### config.mk
export PLATFORM = sky130hd
export DESIGN_NAME = dmem_arbiter_flat
export DESIGN_NICKNAME = d
export VERILOG_FILES = /design/src/rtl/dmem_arbiter_pkg.sv /design/src/rtl/dmem_arbiter_if.sv /design/src/rtl/dmem_arbiter_rr_arb2.sv /design/src/rtl/dmem_arbiter.sv /design/src/flat_wrapper.sv
export SDC_FILE = /design/constraint.sdc
export NUM_CORES = 1
export LEC_CHECK = 0
export BUFFER_PORTS_ARGS = -buffer_cell sky130_fd_sc_hd__buf_2
export CAP_MARGIN = 20
export CORE_ASPECT_RATIO = 0.6
export CORE_MARGIN = 2
export CORE_UTILIZATION = 42
export DETAILED_ROUTE_END_ITERATION = 10
export PLACE_DENSITY = 0.76
export SLEW_MARGIN = 0
export SYNTH_ARGS = -nofsm -noshare
export SYNTH_HDL_FRONTEND = slang
export SYNTH_SLANG_ARGS = --single-unit
export TNS_END_PERCENT = 5
### constraint.sdc
create_clock -name clk -period 2.15 [get_ports clk]
set_clock_uncertainty 0.05 [all_clocks]
set_input_delay 0.43 -clock clk [delete_from_list [all_inputs] [get_ports clk]]
set_output_delay 0.43 -clock clk [all_outputs]
set_load 0.01 [all_outputs]
### src/rtl/dmem_arbiter_pkg.sv
// Shared definitions for the two-port data-memory arbiter: FSM encoding,
// port indices, geometry and the address range test.
package dmem_arbiter_pkg;

  localparam int unsigned MEM_BYTES = 1024;
  localparam int unsigned ADDR_W    = 32;
  localparam int unsigned DATA_W    = 32;
  localparam int unsigned BE_W      = 4;
  localparam int unsigned NPORTS    = 2;

  localparam logic PORT_CPU = 1'b0;
  localparam logic PORT_DMA = 1'b1;

  typedef enum logic [1:0] {
    ST_IDLE   = 2'd0,
    ST_ACCESS = 2'd1,
    ST_RESP   = 2'd2
  } state_e;

  // A word access touches addr..addr+3, so the last legal address is MEM_BYTES-4.
  function automatic logic addr_out_of_range(input logic [ADDR_W-1:0] addr);
    return addr > ADDR_W'(MEM_BYTES - 4);
  endfunction

endpackage

### src/rtl/dmem_arbiter_if.sv
// Bundle of requester handshake signals and the memory-side bus of the arbiter.
// slave = the arbiter, master = requesters plus memory model.
interface dmem_if;
  import dmem_arbiter_pkg::*;

  logic [NPORTS-1:0]        req_valid;
  logic [NPORTS-1:0]        req_ready;
  logic [NPORTS-1:0]        req_we;
  logic [NPORTS*ADDR_W-1:0] req_addr;
  logic [NPORTS*DATA_W-1:0] req_wdata;
  logic [NPORTS*BE_W-1:0]   req_be;
  logic [NPORTS-1:0]        rsp_valid;
  logic [NPORTS-1:0]        rsp_ready;
  logic [DATA_W-1:0]        rsp_rdata;
  logic                     rsp_err;
  logic                     mem_read;
  logic                     mem_write;
  logic [ADDR_W-1:0]        mem_addr;
  logic [DATA_W-1:0]        mem_write_data;
  logic [BE_W-1:0]          mem_byte_enable;
  logic [DATA_W-1:0]        mem_data_out;

  modport slave (
    input  req_valid, req_we, req_addr, req_wdata, req_be, rsp_ready, mem_data_out,
    output req_ready, rsp_valid, rsp_rdata, rsp_err,
           mem_read, mem_write, mem_addr, mem_write_data, mem_byte_enable
  );

  modport master (
    output req_valid, req_we, req_addr, req_wdata, req_be, rsp_ready, mem_data_out,
    input  req_ready, rsp_valid, rsp_rdata, rsp_err,
           mem_read, mem_write, mem_addr, mem_write_data, mem_byte_enable
  );

endinterface

### src/rtl/dmem_arbiter_rr_arb2.sv
// Two-way round-robin grant: a lone requester wins, a tie goes to the port
// that did not win last time.
module rr_arb2 (
  input  logic [1:0] valid_i,
  input  logic       last_grant_i,
  output logic       gnt_valid_o,
  output logic       gnt_idx_o
);

  always_comb begin
    gnt_valid_o = |valid_i;
    gnt_idx_o   = 1'b0;
    case (valid_i)
      2'b01:   gnt_idx_o = 1'b0;
      2'b10:   gnt_idx_o = 1'b1;
      2'b11:   gnt_idx_o = ~last_grant_i;
      default: gnt_idx_o = 1'b0;
    endcase
  end

endmodule

### src/rtl/dmem_arbiter.sv
// Shares one single-port data memory between the CPU (port 0) and DMA (port 1),
// one transaction at a time: IDLE -> ACCESS -> RESP, out-of-range skips ACCESS.
module dmem_arbiter
  import dmem_arbiter_pkg::*;
(
  input  logic   clk,
  input  logic   rst,
  dmem_if.slave  bus,
  output state_e state_o
);

  // Handshakes: a request transfers on a cycle where req_valid[i] and req_ready[i]
  // are both high at posedge clk; a response transfers where rsp_valid[i] and
  // rsp_ready[i] are both high. Response payload is stable while rsp_valid waits.

  state_e              state_q, state_d;
  logic                last_grant_q;
  logic                owner_q;
  logic                we_q;
  logic                err_q;
  logic [ADDR_W-1:0]   addr_q;
  logic [DATA_W-1:0]   wdata_q;
  logic [DATA_W-1:0]   rdata_q;
  logic [BE_W-1:0]     be_q;

  logic                gnt_valid;
  logic                gnt_idx;
  logic                accept;
  logic                sel_we;
  logic [ADDR_W-1:0]   sel_addr;
  logic [DATA_W-1:0]   sel_wdata;
  logic [BE_W-1:0]     sel_be;
  logic                sel_oor;
  logic                access_c;
  logic [NPORTS-1:0]   req_ready_c;
  logic [NPORTS-1:0]   rsp_valid_c;

  rr_arb2 u_rr_arb2 (
    .valid_i      (bus.req_valid),
    .last_grant_i (last_grant_q),
    .gnt_valid_o  (gnt_valid),
    .gnt_idx_o    (gnt_idx)
  );

  assign sel_we    = bus.req_we[gnt_idx];
  assign sel_addr  = gnt_idx ? bus.req_addr[2*ADDR_W-1:ADDR_W]  : bus.req_addr[ADDR_W-1:0];
  assign sel_wdata = gnt_idx ? bus.req_wdata[2*DATA_W-1:DATA_W] : bus.req_wdata[DATA_W-1:0];
  assign sel_be    = gnt_idx ? bus.req_be[2*BE_W-1:BE_W]        : bus.req_be[BE_W-1:0];
  assign sel_oor   = addr_out_of_range(sel_addr);

  always_comb begin
    state_d = state_q;
    accept  = 1'b0;
    unique case (state_q)
      ST_IDLE: begin
        if (gnt_valid) begin
          accept  = 1'b1;
          state_d = sel_oor ? ST_RESP : ST_ACCESS;
        end
      end
      ST_ACCESS: state_d = ST_RESP;
      ST_RESP: begin
        if (bus.rsp_ready[owner_q]) state_d = ST_IDLE;
      end
      default: state_d = ST_IDLE;
    endcase
  end

  always_ff @(posedge clk) begin
    if (rst) begin
      state_q      <= ST_IDLE;
      last_grant_q <= PORT_DMA;
      owner_q      <= PORT_CPU;
      we_q         <= 1'b0;
      err_q        <= 1'b0;
      addr_q       <= '0;
      wdata_q      <= '0;
      rdata_q      <= '0;
      be_q         <= '0;
    end else begin
      state_q <= state_d;
      if (accept) begin
        owner_q      <= gnt_idx;
        last_grant_q <= gnt_idx;
        we_q         <= sel_we;
        addr_q       <= sel_addr;
        wdata_q      <= sel_wdata;
        be_q         <= sel_be;
        err_q        <= sel_oor;
        rdata_q      <= '0;
      end
      if (state_q == ST_ACCESS) begin
        rdata_q <= we_q ? '0 : bus.mem_data_out;
        err_q   <= 1'b0;
      end
    end
  end

  // Strobes are gated by rst so a reset landing in ACCESS suppresses the write.
  always_comb begin
    access_c    = (state_q == ST_ACCESS) && !rst;
    req_ready_c = '0;
    rsp_valid_c = '0;
    if (!rst && state_q == ST_IDLE && gnt_valid) req_ready_c[gnt_idx] = 1'b1;
    if (!rst && state_q == ST_RESP)              rsp_valid_c[owner_q] = 1'b1;
  end

  assign bus.req_ready       = req_ready_c;
  assign bus.rsp_valid       = rsp_valid_c;
  assign bus.rsp_rdata       = rdata_q;
  assign bus.rsp_err         = err_q;
  assign bus.mem_read        = access_c & ~we_q;
  assign bus.mem_write       = access_c & we_q;
  assign bus.mem_addr        = addr_q;
  assign bus.mem_write_data  = wdata_q;
  assign bus.mem_byte_enable = access_c ? be_q : '0;
  assign state_o             = state_q;

endmodule

### src/flat_wrapper.sv
// flat-port wrapper written by rule: the top's interface ports become plain ports
module dmem_arbiter_flat import dmem_arbiter_pkg::*;
  (clk, rst, state_o, bus_req_valid, bus_req_we, bus_req_addr, bus_req_wdata, bus_req_be, bus_rsp_ready, bus_mem_data_out, bus_req_ready, bus_rsp_valid, bus_rsp_rdata, bus_rsp_err, bus_mem_read, bus_mem_write, bus_mem_addr, bus_mem_write_data, bus_mem_byte_enable);
  dmem_if bus_i ();
  input  logic clk;
  input  logic rst;
  output state_e state_o;
  input wire logic [$bits(bus_i.req_valid)-1:0] bus_req_valid;
  input wire logic [$bits(bus_i.req_we)-1:0] bus_req_we;
  input wire logic [$bits(bus_i.req_addr)-1:0] bus_req_addr;
  input wire logic [$bits(bus_i.req_wdata)-1:0] bus_req_wdata;
  input wire logic [$bits(bus_i.req_be)-1:0] bus_req_be;
  input wire logic [$bits(bus_i.rsp_ready)-1:0] bus_rsp_ready;
  input wire logic [$bits(bus_i.mem_data_out)-1:0] bus_mem_data_out;
  output wire logic [$bits(bus_i.req_ready)-1:0] bus_req_ready;
  output wire logic [$bits(bus_i.rsp_valid)-1:0] bus_rsp_valid;
  output wire logic [$bits(bus_i.rsp_rdata)-1:0] bus_rsp_rdata;
  output wire logic [$bits(bus_i.rsp_err)-1:0] bus_rsp_err;
  output wire logic [$bits(bus_i.mem_read)-1:0] bus_mem_read;
  output wire logic [$bits(bus_i.mem_write)-1:0] bus_mem_write;
  output wire logic [$bits(bus_i.mem_addr)-1:0] bus_mem_addr;
  output wire logic [$bits(bus_i.mem_write_data)-1:0] bus_mem_write_data;
  output wire logic [$bits(bus_i.mem_byte_enable)-1:0] bus_mem_byte_enable;
  assign bus_i.req_valid = bus_req_valid;
  assign bus_i.req_we = bus_req_we;
  assign bus_i.req_addr = bus_req_addr;
  assign bus_i.req_wdata = bus_req_wdata;
  assign bus_i.req_be = bus_req_be;
  assign bus_i.rsp_ready = bus_rsp_ready;
  assign bus_i.mem_data_out = bus_mem_data_out;
  assign bus_req_ready = bus_i.req_ready;
  assign bus_rsp_valid = bus_i.rsp_valid;
  assign bus_rsp_rdata = bus_i.rsp_rdata;
  assign bus_rsp_err = bus_i.rsp_err;
  assign bus_mem_read = bus_i.mem_read;
  assign bus_mem_write = bus_i.mem_write;
  assign bus_mem_addr = bus_i.mem_addr;
  assign bus_mem_write_data = bus_i.mem_write_data;
  assign bus_mem_byte_enable = bus_i.mem_byte_enable;
  dmem_arbiter u_core (.clk(clk), .rst(rst), .bus(bus_i), .state_o(state_o));
endmodule
==> metrics.yaml, run 1 <==
critPathMaxFanout: 7
synthesis.area_um2: 4340
tightest_slew_ns: 0.651
cts_buffers: 9
synth_top_area_cell: "dfxtp_1"
leakage_nw: 3.08
drc: 0
final_common_cell: "buf_2"
overflow: 0
cts-root-buf: "clkbuf_16"
syn_nets: 699
utilization_pct: 62.4
status: "finished clean"
area_growth_pct: 43.0
wl_mm: 14.8
reg2reg_slack_ns: 0.40
post-dp-hpwl_mm: 11.2
setup_viol: 0
dieArea_um2: 11200
first_iter_violations: 323
syn-mean-instance-area_um2: 8.29
cts.sinks: 106
p_per_area_nw_per_um2: 752
gp_congestion: 0.927
drv_cap: 0
io_pins: 285
max_freq_mhz: 498
fin_crit_ns: 2.01
die-width_um: 135
cts_buffer_depth: 2
irDropWorstVdd_mv: 0.428
final-seq-area_um2: 2120
cts_tree: "done"
path_class: "reg2out"
multi_input_area_um2: 2070
grt_setup_unrepaired: "false"
maxSlewViolCount: 0
crit_required_ns: 1.67
endpoint_kind: "primary output"
clkTransAtPathRegs_ns: 0.08
track_usage_pct: 25.4
postRouteAntennaNets: 0
final_nets: 962
numPortBuffers: 284
min_path_type: "in2reg"
power_mw: 4.66
htree_levels: 3
hold_buffers: 0
fin_setup_tns_ns: 0
place_ws_ns: 0.0362
seq_area_frac_synth_pct: 48.9
synthTopCellsByArea: "dfxtp_1 49%, a311oi_1 14%, nand2_1 12%, nor2_1 7.0%, a22o_1 6.5%"
yosysWarnings: 0
synth_top_area_share_pct: 48.9
grt_pass1_wl_mm: 22.5
period_share_pct: 93.4
layout_common_cells: "284 x buf_2, 139 x nand2_1, 106 x dfxtp_1"
ys_types: 26
die_h_um: 82.7
fillers: 897
initial_utilization_pct: 43.6
layout_setup_ws_ns: 0.143
n_antenna_cell: 0
critPathLaunchType: "flop"
antenna_found_initial: 0
max_slew_margin_pct: 56.2
vias: 5006
row_count: 28
netlist_instances: 523
drive_gt1_share_pct: 40.7
first_pass_iters: 5
hold_viol_final: 0
grt_max_degree: 80
vias_per_cell: 5.41
cp.arrival_ns: 1.53
core_area_um2: 9950
grt_pass1_vias: 4592
wl_per_cell_um: 16.0
clk-insertion-delay-late_ns: 0.34
synth-seq-cells: 106
==> logic make-up (layout without fill, tap and decap cells) <==
logic type,count (synthesis),after routing,synth area share (%)
simple gates,259,259,24.6
buf+inv,45,313,4.12
mux,1,1,0.260
flops,106,106,48.9
compound gates,112,112,22.1
==> final timing paths <==
path	from	to	depth (start not counted)
max	u_core.state_o[1]	bus_req_ready[0]	5
min	bus_mem_data_out[3]	u_core.bus.rsp_rdata[3]	2
max reg2reg	u_core.last_grant_q	u_core.bus.mem_addr[29]	4
min reg2reg	u_core.bus.rsp_rdata[19]	u_core.bus.rsp_rdata[19]	1
==> Yosys cell counts <==
cell type and count:
buf_2 8, o21ai_0 2, and2_1 5, a21oi_1 2, nand2_1 140, or2_2 1, clkbuf_1 37, and4_1 2
mux2_2 1, or3_1 1, nor4_1 11, a22o_1 32, o21bai_1 1, a211oi_1 2, a21o_1 1, nand4_1 6
a31oi_1 1, a311oi_1 69, o21ai_2 1, nand2b_1 3, nor3_2 1, nor2_1 81, nor3_1 7, a21boi_1 1
dfxtp_1 106, or4_1 1
==> flip-flops by register name (all words and copies together) (netlist names) <==
signal                     cells
u_core.bus.mem_addr           32
u_core.be_q                    4
u_core.owner_q                 1
u_core.we_q                    1
u_core.bus.rsp_err             1
u_core.last_grant_q            1
u_core.bus.rsp_rdata          32
u_core.state_o                 2
u_core.bus.mem_write_data     32
==> worst max-delay path: stages, from the launching register on <==
cell     delay (ns)
dfxtp_1        0.32
buf_4          0.16
nor2_1         0.19
o21ai_1        0.15
nor3_1         0.17
buf_2          0.20
==> per-layer routing <==
| metal | global-route usage, % | up-vias | routed length [um] |
|---|---|---|---|
| met5 | 0 | - | 0 |
| met4 | 6.25 | 0 | 170 |
| met3 | 6.96 | 17 | 1380 |
| met2 | 42.6 | 256 | 7000 |
| met1 | 32.9 | 2333 | 6290 |
| li1 | - | 2400 | - |
==> power breakdown <==
| group | switching, mW | internal [mW] | total (mW) |
|---|---|---|---|
| clock network | 0.772 | 0.807 | 1.58 |
| registers | 0.0766 | 2.11 | 2.19 |
| logic | 0.516 | 0.383 | 0.900 |
==> repair_timing <==
action	in CTS	in global routing
gates resized for setup	1	2
hold endpoints to repair	0	0
setup endpoints to repair	5	4
setup buffers	0	0
==> final cells by class <==
| type | count | area share [%] |
|---|---|---|
| Timing Repair Buffer | 297 | 25.1 |
| Tap cell | 135 | 2.72 |
| Multi-Input combinational cell | 372 | 33.4 |
| Clock inverter | 7 | 0.968 |
| Sequential cell | 106 | 34.2 |
| Clock buffer | 9 | 3.63 |
==> through the flow <==
step           cell area (um2)  instances  hold slack [ns]
3_5_place_dp              5910        910            0.401
3_3_place_gp              5910        910            0.401
2_1_floorplan             4340        523            0.422
6_report                  6200        926            0.247
5_1_grt                   6200        926            0.234
4_1_cts                   6200        926            0.235
No activity file was read; power rests on OpenSTA's default activity.
==> inputs of run 2 (changes only) <==
- ABC_AREA: default -> 1
- CORE_UTILIZATION: 42 -> 43
- PLACE_DENSITY: 0.76 -> 0.77
==> run 2 against run 1 <==
Register-to-register slack got worse by 0.14 ns. Fmax fell by 0.60%. Cell count up 13%. Combinational power is 2.7% higher. First-iteration DRC count increased by 26%. Die area up 2.6%. Sequential cell count unchanged. Critical path type unchanged. Critical path depth increased by 1. Core utilization decreased by 1.6 points.
==> metrics.yaml, run 2 <==
status: "finished clean"
power_mw: 4.65  # -0.29%
wl_per_cell_um: 13.9  # -13%
core_area_um2: 10500  # +5.0%
grt_pass1_wl_mm: 22.5  # about the same
endpoint_kind: "primary output"
min_from: "bus_mem_data_out[7]"
cts-root-buf: "clkbuf_16"
synth_top_area_share_pct: 46.5  # -2.4 points
max_freq_mhz: 495  # -0.60%
post-dp-hpwl_mm: 10.8  # -4.1%
cp.arrival_ns: 1.54  # about the same
syn-mean-instance-area_um2: 7.09  # -14%
cts_tree: "done"
n_antenna_cell: 0  # unchanged
final_common_cell: "buf_2"
fin_setup_tns_ns: 0  # unchanged
cts.sinks: 106  # unchanged
irDropWorstVdd_mv: 0.390  # -9.0%
cts_buffer_depth: 2  # unchanged
die_h_um: 83.8  # +1.3%
gp_congestion: 0.906  # -2.4%
period_share_pct: 93.9  # +0.57 points
ys_top_cells_by_count: "223 x nand2_1, 106 x dfxtp_1, 98 x o21ai_0, 58 x a31oi_1, 30 x nor2_1"
reg2reg_slack_ns: 0.26  # -0.14 ns
synth_most_common_cell: "nand2_1"
clkTransAtPathRegs_ns: 0.07  # about the same
grt_max_degree: 77  # -3.8%
vias_per_cell: 5.02  # -7.1%
dieArea_um2: 11500  # +2.6%
r2r_end: "u_core.state_o[1]"
ys.flop_type: "dfxtp_1"
cts_buffers: 9  # unchanged
synthTopCellsByArea: "dfxtp_1 47%, nand2_1 18%, o21ai_0 11%, a31oi_1 8.0%, nor2_1 2.5%"
ys_types: 22  # -15%
initial_utilization_pct: 43.7  # +0.055 points
yosysWarnings: 0  # unchanged
critPathMaxFanout: 36  # +29
synth_edf_count: 0  # unchanged
timing.rr.start: "u_core.last_grant_q"
htree_levels: 3  # unchanged
io_pins: 285  # unchanged
synthesis.area_um2: 4560  # +5.2%
wl_mm: 14.6  # -1.7%
numPortBuffers: 284  # unchanged
hold_viol_final: 0  # unchanged
hold_path_depth: 3  # +1
netlist_instances: 643  # +23%
synthArstFlopShare_pct: 0  # unchanged
setup_viol: 0  # unchanged
first_iter_violations: 408  # +26%
overflow: 0  # unchanged
path_class: "reg2out"
critPathLaunchType: "flop"
leakage_nw: 3.23  # +4.8%
syn_nets: 819  # +17%
grt_pass1_vias: 4620  # +0.61%
vias: 5271  # +5.3%
max_slew_margin_pct: 66.2  # +10 points
area_growth_pct: 39.3
drc: 0  # unchanged
row_count: 29  # +3.6%
grt_setup_unrepaired: "false"
layout_common_cells: "284 x buf_2, 223 x nand2_1, 106 x dfxtp_1"
drive_gt1_share_pct: 35.4  # -5.3 points
min_to: "u_core.bus.rsp_rdata[7]"
drv_cap: 0  # unchanged
antenna_found_initial: 0  # unchanged
first_pass_iters: 5  # unchanged
rr_worst_depth: 11  # +7
fin_crit_ns: 2.02  # +0.0121 ns
synth-seq-cells: 106  # unchanged
final_nets: 1081  # +12%
maxSlewViolCount: 0  # unchanged
synth_top_area_cell: "dfxtp_1"
p_per_area_nw_per_um2: 732  # -2.6%
clk-insertion-delay-late_ns: 0.33  # about the same
min_path_type: "in2reg"
track_usage_pct: 24.4  # -0.95 points
seq_area_frac_synth_pct: 46.5  # -2.4 points
die-width_um: 137  # +1.3%
tightest_slew_ns: 0.507  # -0.144 ns
postRouteAntennaNets: 0  # unchanged
crit_required_ns: 1.67  # about the same
hold_buffers: 0  # unchanged
==> run 2: cell count changes in the layout (fill, tap and decap cells not counted), sizes merged, moves of 19 or more <==
cell | previous run | this run
a22o | 32 | 0
a311oi | 69 | 0
a31oi | 1 | 58
inv | 3 | 26
nand2 | 140 | 226
nand3 | 0 | 19
nor2 | 81 | 31
o21ai | 3 | 105
==> run 2: repair_timing <==
item                       CTS  global route
gates resized for setup      0             1
setup buffers                0             0
hold endpoints to repair     0             0
setup endpoints to repair    0             3
==> run 2: worst max-delay path by stage <==
stage | from | to | slack, ns
final | u_core.last_grant_q | bus_req_ready[1] | 0.13
after CTS | u_core.last_grant_q | bus_req_ready[0] | 0.02
after floorplan | bus_req_valid[1] | bus_req_ready[1] | 0.27
after global placement | bus_req_valid[0] | u_core.state_o[1] | 0.10
after detailed placement | bus_req_valid[0] | u_core.state_o[1] | 0.03
after global routing | u_core.last_grant_q | bus_req_ready[1] | 0.005
==> run 2: area by class of cell <==
| cell class | count | area (um2) |
|---|---|---|
| Inverter | 25 | 95.1 |
| Multi-Input combinational cell | 463 | 2120 |
| Fill cell | 963 | 4100 |
| Clock inverter | 4 | 33.8 |
| Clock buffer | 12 | 246 |
| Timing Repair Buffer | 300 | 1570 |
| Sequential cell | 106 | 2120 |
| Tap cell | 139 | 174 |
==> run 2: critical path, stage by stage (launching register included) <==
cell	delay (ns)
dfxtp_1	0.33
nand2_2	0.14
nand2_8	0.17
inv_2	0.21
nand2_1	0.11
nor2_1	0.09
buf_2	0.14
==> run 2: kinds of logic (layout without fill, tap and decap cells) <==
family	after synthesis	count (layout)	synth area share [%]
simple gates	286	286	25.0
compound gates	177	177	21.1
flops	106	106	46.5
buf+inv	74	341	7.35
==> run 2: per-stage QoR <==
stage	setup WS, ns	cell area, um2	utilization, %	hold slack (ns)	std cells
global route	0.00470	6350	60.8	0.227	1049
floorplan	0.274	4560	-	0.413	643
finish	0.130	6350	60.8	0.241	1049
detailed placement	0.0296	6060	58.0	0.410	1033
global placement	0.101	6060	58.0	0.402	1033
CTS	0.0170	6340	60.7	0.231	1049
==> run 2: report_power, final <==
group | internal [mW] | total (mW) | switching, mW
clock network | 0.830 | 1.55 | 0.716
registers | 2.11 | 2.18 | 0.0704
logic | 0.380 | 0.924 | 0.544
total | 3.32 | 4.65 | 1.33
==> run 2: per-layer routing <==
metal,GRT usage (%),routed length (um),up-vias
li1,-,-,2660
met3,5.65,1240,14
met5,0,0,-
met4,4.87,121,0
met1,35.4,6860,2361
met2,37.2,6360,236
